## src/rtl/fetch_sequencer.sv

```systemverilog
// Instruction-fetch sequencer: owns the fetch PC, drives the instruction memory
// address and buffers (pc, instruction) pairs in a small queue drained by decode.
module fetch_sequencer #(
    parameter logic [31:0] RESET_PC = 32'h0000_0000,
    parameter int          QDEPTH   = 2
) (
    input  logic                    clk,
    input  logic                    reset,
    input  logic                    fetch_en,
    output logic [31:0]             imem_pc,
    input  logic [31:0]             imem_instruction,
    input  logic                    redirect_valid,
    input  logic [31:0]             redirect_pc,
    output logic                    out_valid,
    input  logic                    out_ready,
    output logic [31:0]             out_instruction,
    output logic [31:0]             out_pc,
    output logic [$clog2(QDEPTH):0] queue_count
);

    localparam int            PW      = $clog2(QDEPTH);
    localparam int            CW      = PW + 1;
    localparam logic [CW-1:0] DEPTH_C = CW'(QDEPTH);
    localparam logic [CW-1:0] CNT_ONE = CW'(1);
    localparam logic [PW-1:0] PTR_ONE = PW'(1);

    logic [31:0]   fetch_pc_r;
    logic [31:0]   fetch_pc_nxt_s;
    logic [PW-1:0] rd_ptr_r;
    logic [PW-1:0] rd_ptr_nxt_s;
    logic [PW-1:0] wr_ptr_r;
    logic [PW-1:0] wr_ptr_nxt_s;
    logic [CW-1:0] count_r;
    logic [CW-1:0] count_nxt_s;
    logic [31:0]   pc_q_r    [QDEPTH];
    logic [31:0]   instr_q_r [QDEPTH];
    logic          pop_s;
    logic          push_s;
    logic [31:0]   redirect_target_s;

    // Outputs come straight from registers; the head is read from storage.
    assign imem_pc         = fetch_pc_r;
    assign out_valid       = (count_r != {CW{1'b0}});
    assign queue_count     = count_r;
    assign out_instruction = instr_q_r[rd_ptr_r];
    assign out_pc          = pc_q_r[rd_ptr_r];

    // Handshake decode and next-state for fetch PC, pointers and occupancy.
    always_comb begin
        redirect_target_s = redirect_pc & 32'hFFFF_FFFC;
        pop_s             = out_valid & out_ready;
        push_s            = fetch_en & ~redirect_valid & ((count_r < DEPTH_C) | pop_s);
        fetch_pc_nxt_s    = fetch_pc_r;
        rd_ptr_nxt_s      = rd_ptr_r;
        wr_ptr_nxt_s      = wr_ptr_r;
        count_nxt_s       = count_r;

        if (redirect_valid) begin
            // A coincident pop is still a completed transfer; the flush just discards the rest.
            fetch_pc_nxt_s = redirect_target_s;
            rd_ptr_nxt_s   = {PW{1'b0}};
            wr_ptr_nxt_s   = {PW{1'b0}};
            count_nxt_s    = {CW{1'b0}};
        end else begin
            if (push_s) begin
                fetch_pc_nxt_s = fetch_pc_r + 32'd4;
                wr_ptr_nxt_s   = wr_ptr_r + PTR_ONE;
            end else begin
                fetch_pc_nxt_s = fetch_pc_r;
                wr_ptr_nxt_s   = wr_ptr_r;
            end

            if (pop_s) begin
                rd_ptr_nxt_s = rd_ptr_r + PTR_ONE;
            end else begin
                rd_ptr_nxt_s = rd_ptr_r;
            end

            case ({push_s, pop_s})
                2'b10:   count_nxt_s = count_r + CNT_ONE;
                2'b01:   count_nxt_s = count_r - CNT_ONE;
                default: count_nxt_s = count_r;
            endcase
        end
    end

    // Control state: fetch PC, queue pointers and occupancy.
    always_ff @(posedge clk or posedge reset) begin
        if (reset) begin
            fetch_pc_r <= RESET_PC;
            rd_ptr_r   <= {PW{1'b0}};
            wr_ptr_r   <= {PW{1'b0}};
            count_r    <= {CW{1'b0}};
        end else begin
            fetch_pc_r <= fetch_pc_nxt_s;
            rd_ptr_r   <= rd_ptr_nxt_s;
            wr_ptr_r   <= wr_ptr_nxt_s;
            count_r    <= count_nxt_s;
        end
    end

    // Queue storage: captures the fetched word together with its PC.
    always_ff @(posedge clk or posedge reset) begin
        if (reset) begin
            for (int i = 0; i < QDEPTH; i++) begin
                pc_q_r[i]    <= 32'h0000_0000;
                instr_q_r[i] <= 32'h0000_0000;
            end
        end else if (push_s) begin
            pc_q_r[wr_ptr_r]    <= fetch_pc_r;
            instr_q_r[wr_ptr_r] <= imem_instruction;
        end
    end

endmodule

```

## config.mk

```make
export PLATFORM = sky130hd
export DESIGN_NAME = fetch_sequencer
export DESIGN_NICKNAME = d
export VERILOG_FILES = /design/src/rtl/fetch_sequencer.sv
export SDC_FILE = /design/constraint.sdc
export NUM_CORES = 1
export LEC_CHECK = 0
export BUFFER_PORTS_ARGS = -buffer_cell sky130_fd_sc_hd__clkbuf_2
export CAP_MARGIN = 20
export CORE_MARGIN = 2
export CORE_UTILIZATION = 45
export DETAILED_ROUTE_END_ITERATION = 8
export GPL_TIMING_DRIVEN = 0
export PLACE_DENSITY = 0.8
export SLEW_MARGIN = 20
export SYNTH_ARGS = -nofsm -noshare
export SYNTH_HDL_FRONTEND = slang
export SYNTH_SLANG_ARGS = --single-unit
```

## constraint.sdc

```tcl
create_clock -name clk -period 5.55 [get_ports clk]
set_clock_uncertainty 0.2 [all_clocks]
set_input_delay 0.2775 -clock clk [delete_from_list [all_inputs] [get_ports clk]]
set_output_delay 0.2775 -clock clk [all_outputs]
set_load 0.005 [all_outputs]
```

# Yosys cells after proc, flatten, opt, wreduce, memory -nomap -nowiden
# Index checks and enable logic that the tools add are counted.
dict set report word_totals {
  in_bits 69
  out_inout_bits 99
  wordCells 49
  regBits 164
}
dict set report op_classes {
  n_eq_ne 2
  n_bitwise 7
  muxes 18
  n_addsub 5
  reduce_logical 5
  n_lt_le_gt_ge 4
}
# operator n
set op_table {}
lappend op_table {{2-to-1 mux 32 bit} 9}
lappend op_table {{bitwise mux 64 bit} 2}
lappend op_table {{adder 32 x 3 -> 32 bit (second input constant)} 1}
lappend op_table {{demux 32 bit (select 1 bit)} 1}
lappend op_table {{nonzero test 2 bit} 3}
lappend op_table {{greater-or-equal comparator 2 bit (second input constant)} 2}
lappend op_table {{2-to-1 mux 1 bit} 4}
lappend op_table {{inverter 1 -> 2 bit} 2}
lappend op_table {{case mux 2 bit (2 select lines)} 1}
lappend op_table {{AND 1 bit} 3}
lappend op_table {{nonzero test 3 bit} 1}
lappend op_table {{adder 1 bit (second input constant)} 2}
lappend op_table {{adder 2 x 1 -> 2 bit (second input constant)} 1}
lappend op_table {{== test 2 x 1 -> 1 bit (second input constant)} 1}
lappend op_table {{== test 2 bit (second input constant)} 1}
lappend op_table {{less-than comparator 2 x 1 -> 1 bit (second input constant)} 1}
lappend op_table {{less-than comparator 2 bit (second input constant)} 1}
lappend op_table {{2-to-1 mux 2 bit} 1}
lappend op_table {{subtractor 2 x 1 -> 2 bit (second input constant)} 1}
lappend op_table {{logical AND 1 bit} 1}
lappend op_table {{inverter 1 bit} 1}
lappend op_table {{bitwise OR 1 bit} 1}

# Depth between registers and ports, before layout
dict set report logic_depth {
  word_depth 7
  mapped_depth 7
  mapped_depth_nobuf 6
}

# Least setup slack after synthesis
# Ideal clock, no wire load.
dict set report synth_timing {
  kind {reg2reg}
  from {register count_r[1] (netlist: queue_count[1])}
  to {register instr_q_r[32] (netlist name)}
  synth_period_minus_slack_ns 1.995
  required_time_ns 5.225
  setup_ns 0.125
  path_buffers 3
  path_stages_with_launch 8
  arrival_ns 1.669
  slack_ns 3.555
  cell_sequence {dfrtp_1 > and2b_4 > nor2b_2 > buf_6 > nor3b_2 > buf_6 > buf_12 > mux2_4}
}
dict set report synth_via {
  elab_chain_cells 4
  word_cells_on_any_way 5
  classes_between {order compare (1); bitwise (3); reduce/logical (1)}
}
# item line
set synth_rtl {}
lappend synth_rtl {{from (decl)} 33} ;# logic [CW-1:0] count_r;
lappend synth_rtl {{from (signal assigned)} 93} ;# count_r <= {CW{1'b0}};
lappend synth_rtl {{from (signal assigned)} 98} ;# count_r <= count_nxt_s;
lappend synth_rtl {{nonzero test 2 bit} 43} ;# assign out_valid = (count_r != {CW{1'b0}});
lappend synth_rtl {{AND 1 bit} 51} ;# pop_s = out_valid & out_ready;
lappend synth_rtl {{bitwise OR 1 bit *} 52} ;# push_s = fetch_en & ~redirect_valid & ((count_r < DEPTH_C) | pop_s);
lappend synth_rtl {{AND 1 bit *} 52}
lappend synth_rtl {{to (signal, indexed assignment)} 111} ;# instr_q_r[wr_ptr_r] <= imem_instruction;
lappend synth_rtl {{to (decl)} 36} ;# logic [31:0] instr_q_r [QDEPTH];
# Mark *: on every way between the ends. The rest lies on a longest branch, timed or not.
# A chain may end at the register's enable or synchronous reset.

# Final worst setup path
dict set report layout_timing {
  from {register rd_ptr_r}
  to {output out_pc[13]}
}
dict set report layout_via {
  elab_chain_cells 4
}
# item line
set layout_rtl {}
lappend layout_rtl {{from (decl)} 29} ;# logic [PW-1:0] rd_ptr_r;
lappend layout_rtl {{from (signal assigned)} 91} ;# rd_ptr_r <= {PW{1'b0}};
lappend layout_rtl {{from (signal assigned)} 96} ;# rd_ptr_r <= rd_ptr_nxt_s;
lappend layout_rtl {{inverter 1 -> 2 bit (not written as such)} 46} ;# assign out_pc = pc_q_r[rd_ptr_r];
lappend layout_rtl {{2-to-1 mux 32 bit (not written as such) (3 in a row)} 46}
lappend layout_rtl {{to (decl)} 17} ;# output logic [31:0] out_pc,
# Every way passes these cells. The select of a mux whose other input is x is not followed.

==> metrics.txt <==
# TYPE chip_impl_metric gauge
chip_impl_metric{name="p_per_area",unit="nW/µm²"} 371
chip_impl_metric{name="syn_inst",unit=""} 546
chip_impl_info{name="tritoncts",value="done"} 1
chip_impl_metric{name="diodes",unit=""} 0
chip_impl_metric{name="area_share_of_the_largest_cell_type_after_synthesis",unit="%"} 52.4
chip_impl_metric{name="irDropWorstVdd",unit="µV"} 238
chip_impl_metric{name="start_util",unit="%"} 45.8
chip_impl_metric{name="finalWeightedCongestion",unit=""} 0.789
chip_impl_metric{name="route.vias.total",unit=""} 5198
chip_impl_metric{name="detail-route-antenna-nets",unit=""} 0
chip_impl_metric{name="antenna_violations_before_repair",unit=""} 0
chip_impl_metric{name="placed_wire_length_estimate_after_detailed_placement",unit="µm"} 11800
chip_impl_metric{name="post-route-drc-count",unit=""} 0
chip_impl_info{name="most_frequent_cells_in_the_layout",value="160 x sky130_fd_sc_hd__clkbuf_2, 158 x sky130_fd_sc_hd__dfrtp_1, 113 x sky130_fd_sc_hd__mux2_2, 64 x sky130_fd_sc_hd__dlygate4sd3_1, 60 x sky130_fd_sc_hd__mux2_4"} 1
chip_impl_metric{name="synth.cell_area",unit="µm²"} 7540
chip_impl_metric{name="grt_usage",unit="%"} 20.8
chip_impl_metric{name="detail_route.iter0.violations",unit=""} 219
chip_impl_metric{name="relSlewSlack",unit="%"} 51.6
chip_impl_metric{name="area.growth.synth_to_final",unit="%"} 31.1
chip_impl_metric{name="post_synthesis_register_bit_count",unit=""} 158
chip_impl_info{name="crit-reg2reg-launch",value="queue_count[1]$_DFFE_PP0P_"} 1
chip_impl_metric{name="final_max_slew_viol_count",unit=""} 0
chip_impl_metric{name="synth_warnings",unit=""} 0
chip_impl_metric{name="power.static_leakage",unit="nW"} 4.59
chip_impl_info{name="root_buffer",value="sky130_fd_sc_hd__clkbuf_16"} 1
chip_impl_metric{name="cp_data_arrival_time",unit="ns"} 2.27
chip_impl_metric{name="worst_case_register_to_register_setup_slack",unit="ns"} 3.32
chip_impl_metric{name="timing.max_cap.violations",unit=""} 0
chip_impl_metric{name="finalWorstPathRequiredPeriod",unit="ns"} 2.75
chip_impl_info{name="commonest_non_fill_non_tap_cell_in_the_layout",value="sky130_fd_sc_hd__clkbuf_2"} 1
chip_impl_metric{name="final_area",unit="µm²"} 9880
chip_impl_metric{name="grt_max_degree",unit=""} 100
chip_impl_metric{name="die-area",unit="µm²"} 17800
chip_impl_metric{name="total_wirelength",unit="µm"} 18200
chip_impl_metric{name="synth.distinct_cells",unit=""} 40
chip_impl_metric{name="worst_skew_pair.late_latency",unit="ns"} 0.42
chip_impl_metric{name="multi_input_comb_area",unit="µm²"} 3300
chip_impl_metric{name="postSynthAreaPerCell",unit="µm²"} 13.8
chip_impl_metric{name="first_global_vias",unit=""} 5370
chip_impl_metric{name="cts-htree-levels",unit=""} 4
chip_impl_info{name="crit_path_start_kind",value="flip-flop"} 1
chip_impl_metric{name="die_width",unit="µm"} 133
chip_impl_metric{name="coreArea",unit="µm²"} 16500
chip_impl_metric{name="max_freq",unit="MHz"} 364
chip_impl_metric{name="globalRouteOverflowTotal",unit=""} 0
chip_impl_metric{name="worstMarginPinSlew",unit="ns"} 0.725
chip_impl_metric{name="setup_viol_count_final",unit=""} 0
chip_impl_metric{name="placement.io_buffers",unit=""} 160
chip_impl_metric{name="final.period_utilization",unit="%"} 49.5
chip_impl_info{name="hp-class",value="in -> reg"} 1
chip_impl_metric{name="pin_count",unit=""} 168
chip_impl_metric{name="clkTransAtPathRegs",unit="ns"} 0.06
chip_impl_info{name="timing.critical_path.from",value="rd_ptr_r$_DFFE_PP0P_"} 1
chip_impl_info{name="run_status",value="complete, no violations"} 1
chip_impl_info{name="setup.worst_path.class",value="reg -> out"} 1
chip_impl_metric{name="tritoncts.num_buffers",unit=""} 17
chip_impl_metric{name="finalHoldViolCount",unit=""} 0
chip_impl_metric{name="cts_buffer_depth",unit=""} 2
chip_impl_metric{name="worst-path-max-fanout",unit=""} 10
chip_impl_metric{name="totalPowerFinal",unit="mW"} 3.67
chip_impl_info{name="ys_top_cells_by_area",value="sky130_fd_sc_hd__dfrtp_1 52%, sky130_fd_sc_hd__mux2_2 17%, sky130_fd_sc_hd__mux2_4 12%"} 1
chip_impl_metric{name="number_of_vias_per_cell_after_detailed_routing",unit=""} 5.08
chip_impl_metric{name="fp-row-count",unit=""} 47
chip_impl_metric{name="routedWlPerCell",unit="µm"} 17.8
chip_impl_metric{name="die_h",unit="µm"} 133
chip_impl_metric{name="dp.cells",unit=""} 930
chip_impl_metric{name="synth_seq_area_share",unit="%"} 52.4
chip_impl_metric{name="worst_ep_required",unit="ns"} 5.07
chip_impl_metric{name="seq_area",unit="µm²"} 3950
chip_impl_info{name="rsz0062_at_grt",value="no"} 1
chip_impl_info{name="timing.hold.worst.start",value="out_ready"} 1
chip_impl_metric{name="detail_route.first_pass.iterations",unit=""} 4
chip_impl_metric{name="nFillCells",unit=""} 1284
chip_impl_metric{name="instances_no_fill",unit=""} 1023
chip_impl_metric{name="layout.nets",unit=""} 863
chip_impl_metric{name="ctsResizeCount",unit=""} 0
chip_impl_metric{name="place_area",unit="µm²"} 8660
chip_impl_metric{name="cts_num_sinks",unit=""} 158
chip_impl_info{name="synth_area_leader_cell",value="sky130_fd_sc_hd__dfrtp_1"} 1
chip_impl_metric{name="drive_gt1_share",unit="%"} 48.3
chip_impl_info{name="worstSetupEndpointType",value="primary output"} 1
chip_impl_metric{name="grt_first_pass_wirelength",unit="µm"} 28800
chip_impl_metric{name="postCtsSetupBuffers",unit=""} 0
## synthesized netlist by cell type, drive strengths merged
cell type / count
a21oi: 1
a31oi: 1
and2: 2
and2b: 2
and3: 3
and4: 2
buf: 25
clkbuf: 11
conb: 1
dfrtp: 158
ha: 1
inv: 5
mux2: 185
mux2i: 1
nand2: 39
nand3: 12
nand4: 15
nor2: 7
nor2b: 1
nor3: 2
nor3b: 2
nor4: 2
nor4b: 1
o211ai: 1
o21ai: 33
o311a: 1
or2: 1
or3: 1
xnor2: 8
xor2: 22
## registers in the layout (all words and copies together), names as in the netlist
name         cells
instr_q_r       64
pc_q_r          60
imem_pc         30
queue_count      2
rd_ptr_r         1
wr_ptr_r         1
## final timing paths
kind	cells past startpoint	to
min in group asynchronous	3	instr_q_r[47]$_DFFE_PP0P_
worst min-delay path	4	rd_ptr_r$_DFFE_PP0P_
worst min register to register	1	pc_q_r[8]$_DFFE_PP0P_
worst max-delay path	4	out_pc[13]
max in group asynchronous	4	pc_q_r[19]$_DFFE_PP0P_
worst max register to register	6	imem_pc[14]$_DFFE_PP0P_
## final cells by class
type,instances,share of cell area [%]
timing repair buffer,225,14.9
tap,220,2.79
buffer,36,2.86
multi-input combinational,350,33.4
sequential,158,40.0
clock buffer,23,4.74
inverter,5,0.266
clock inverter,6,1.13
## layer usage
metal / up-vias / wire length (µm) / global-route usage (%)
li1: 2421 / - / -
met1: 2604 / 8030 / 27.3
met2: 159 / 8960 / 34.4
met3: 14 / 1030 / 5.48
met4: 0 / 146 / 5.67
met5: - / 0 / 0
## power by group
part	total [mW]	switching (mW)	internal [mW]
clock network	1.17	0.445	0.724
logic	0.880	0.324	0.556
registers	1.62	0.177	1.44
total	3.67	0.946	2.72
## per-stage QoR
step           setup TNS [ns]  util, %  setup WS, ns  hold WS, ns
2_1_floorplan               0        -         0.809        0.198
3_3_place_gp          -162.40     52.4         -1.04        0.261
3_5_place_dp                0     52.6          3.22        0.260
4_1_cts                     0     60.0          2.76       0.0240
5_1_grt                     0     60.0          2.67       0.0189
6_report                    0     60.0          2.80       0.0252
## cell families after synthesis
kind of cell / count (synthesis) / synth area share, %
compound gates: 37 / 2.57
mux: 186 / 30.8
xor+xnor: 30 / 3.48
flops: 158 / 52.4
buf+inv: 41 / 4.00
fa+ha+maj: 1 / 0.166
other cells: 1 / 0.0497
simple gates: 92 / 6.54
## timing repair
item                       CTS  global route
hold buffers                64             0
hold endpoints to repair   194             0
setup endpoints to repair    0             0
## critical path, stage by stage, from the launching register on
cell,delay [ns]
sky130_fd_sc_hd__dfrtp_1,0.32
sky130_fd_sc_hd__clkbuf_1,0.38
sky130_fd_sc_hd__clkbuf_1,0.61
sky130_fd_sc_hd__mux2_2,0.42
sky130_fd_sc_hd__clkbuf_2,0.12
Note: power is estimated with default switching activity, not from simulation.
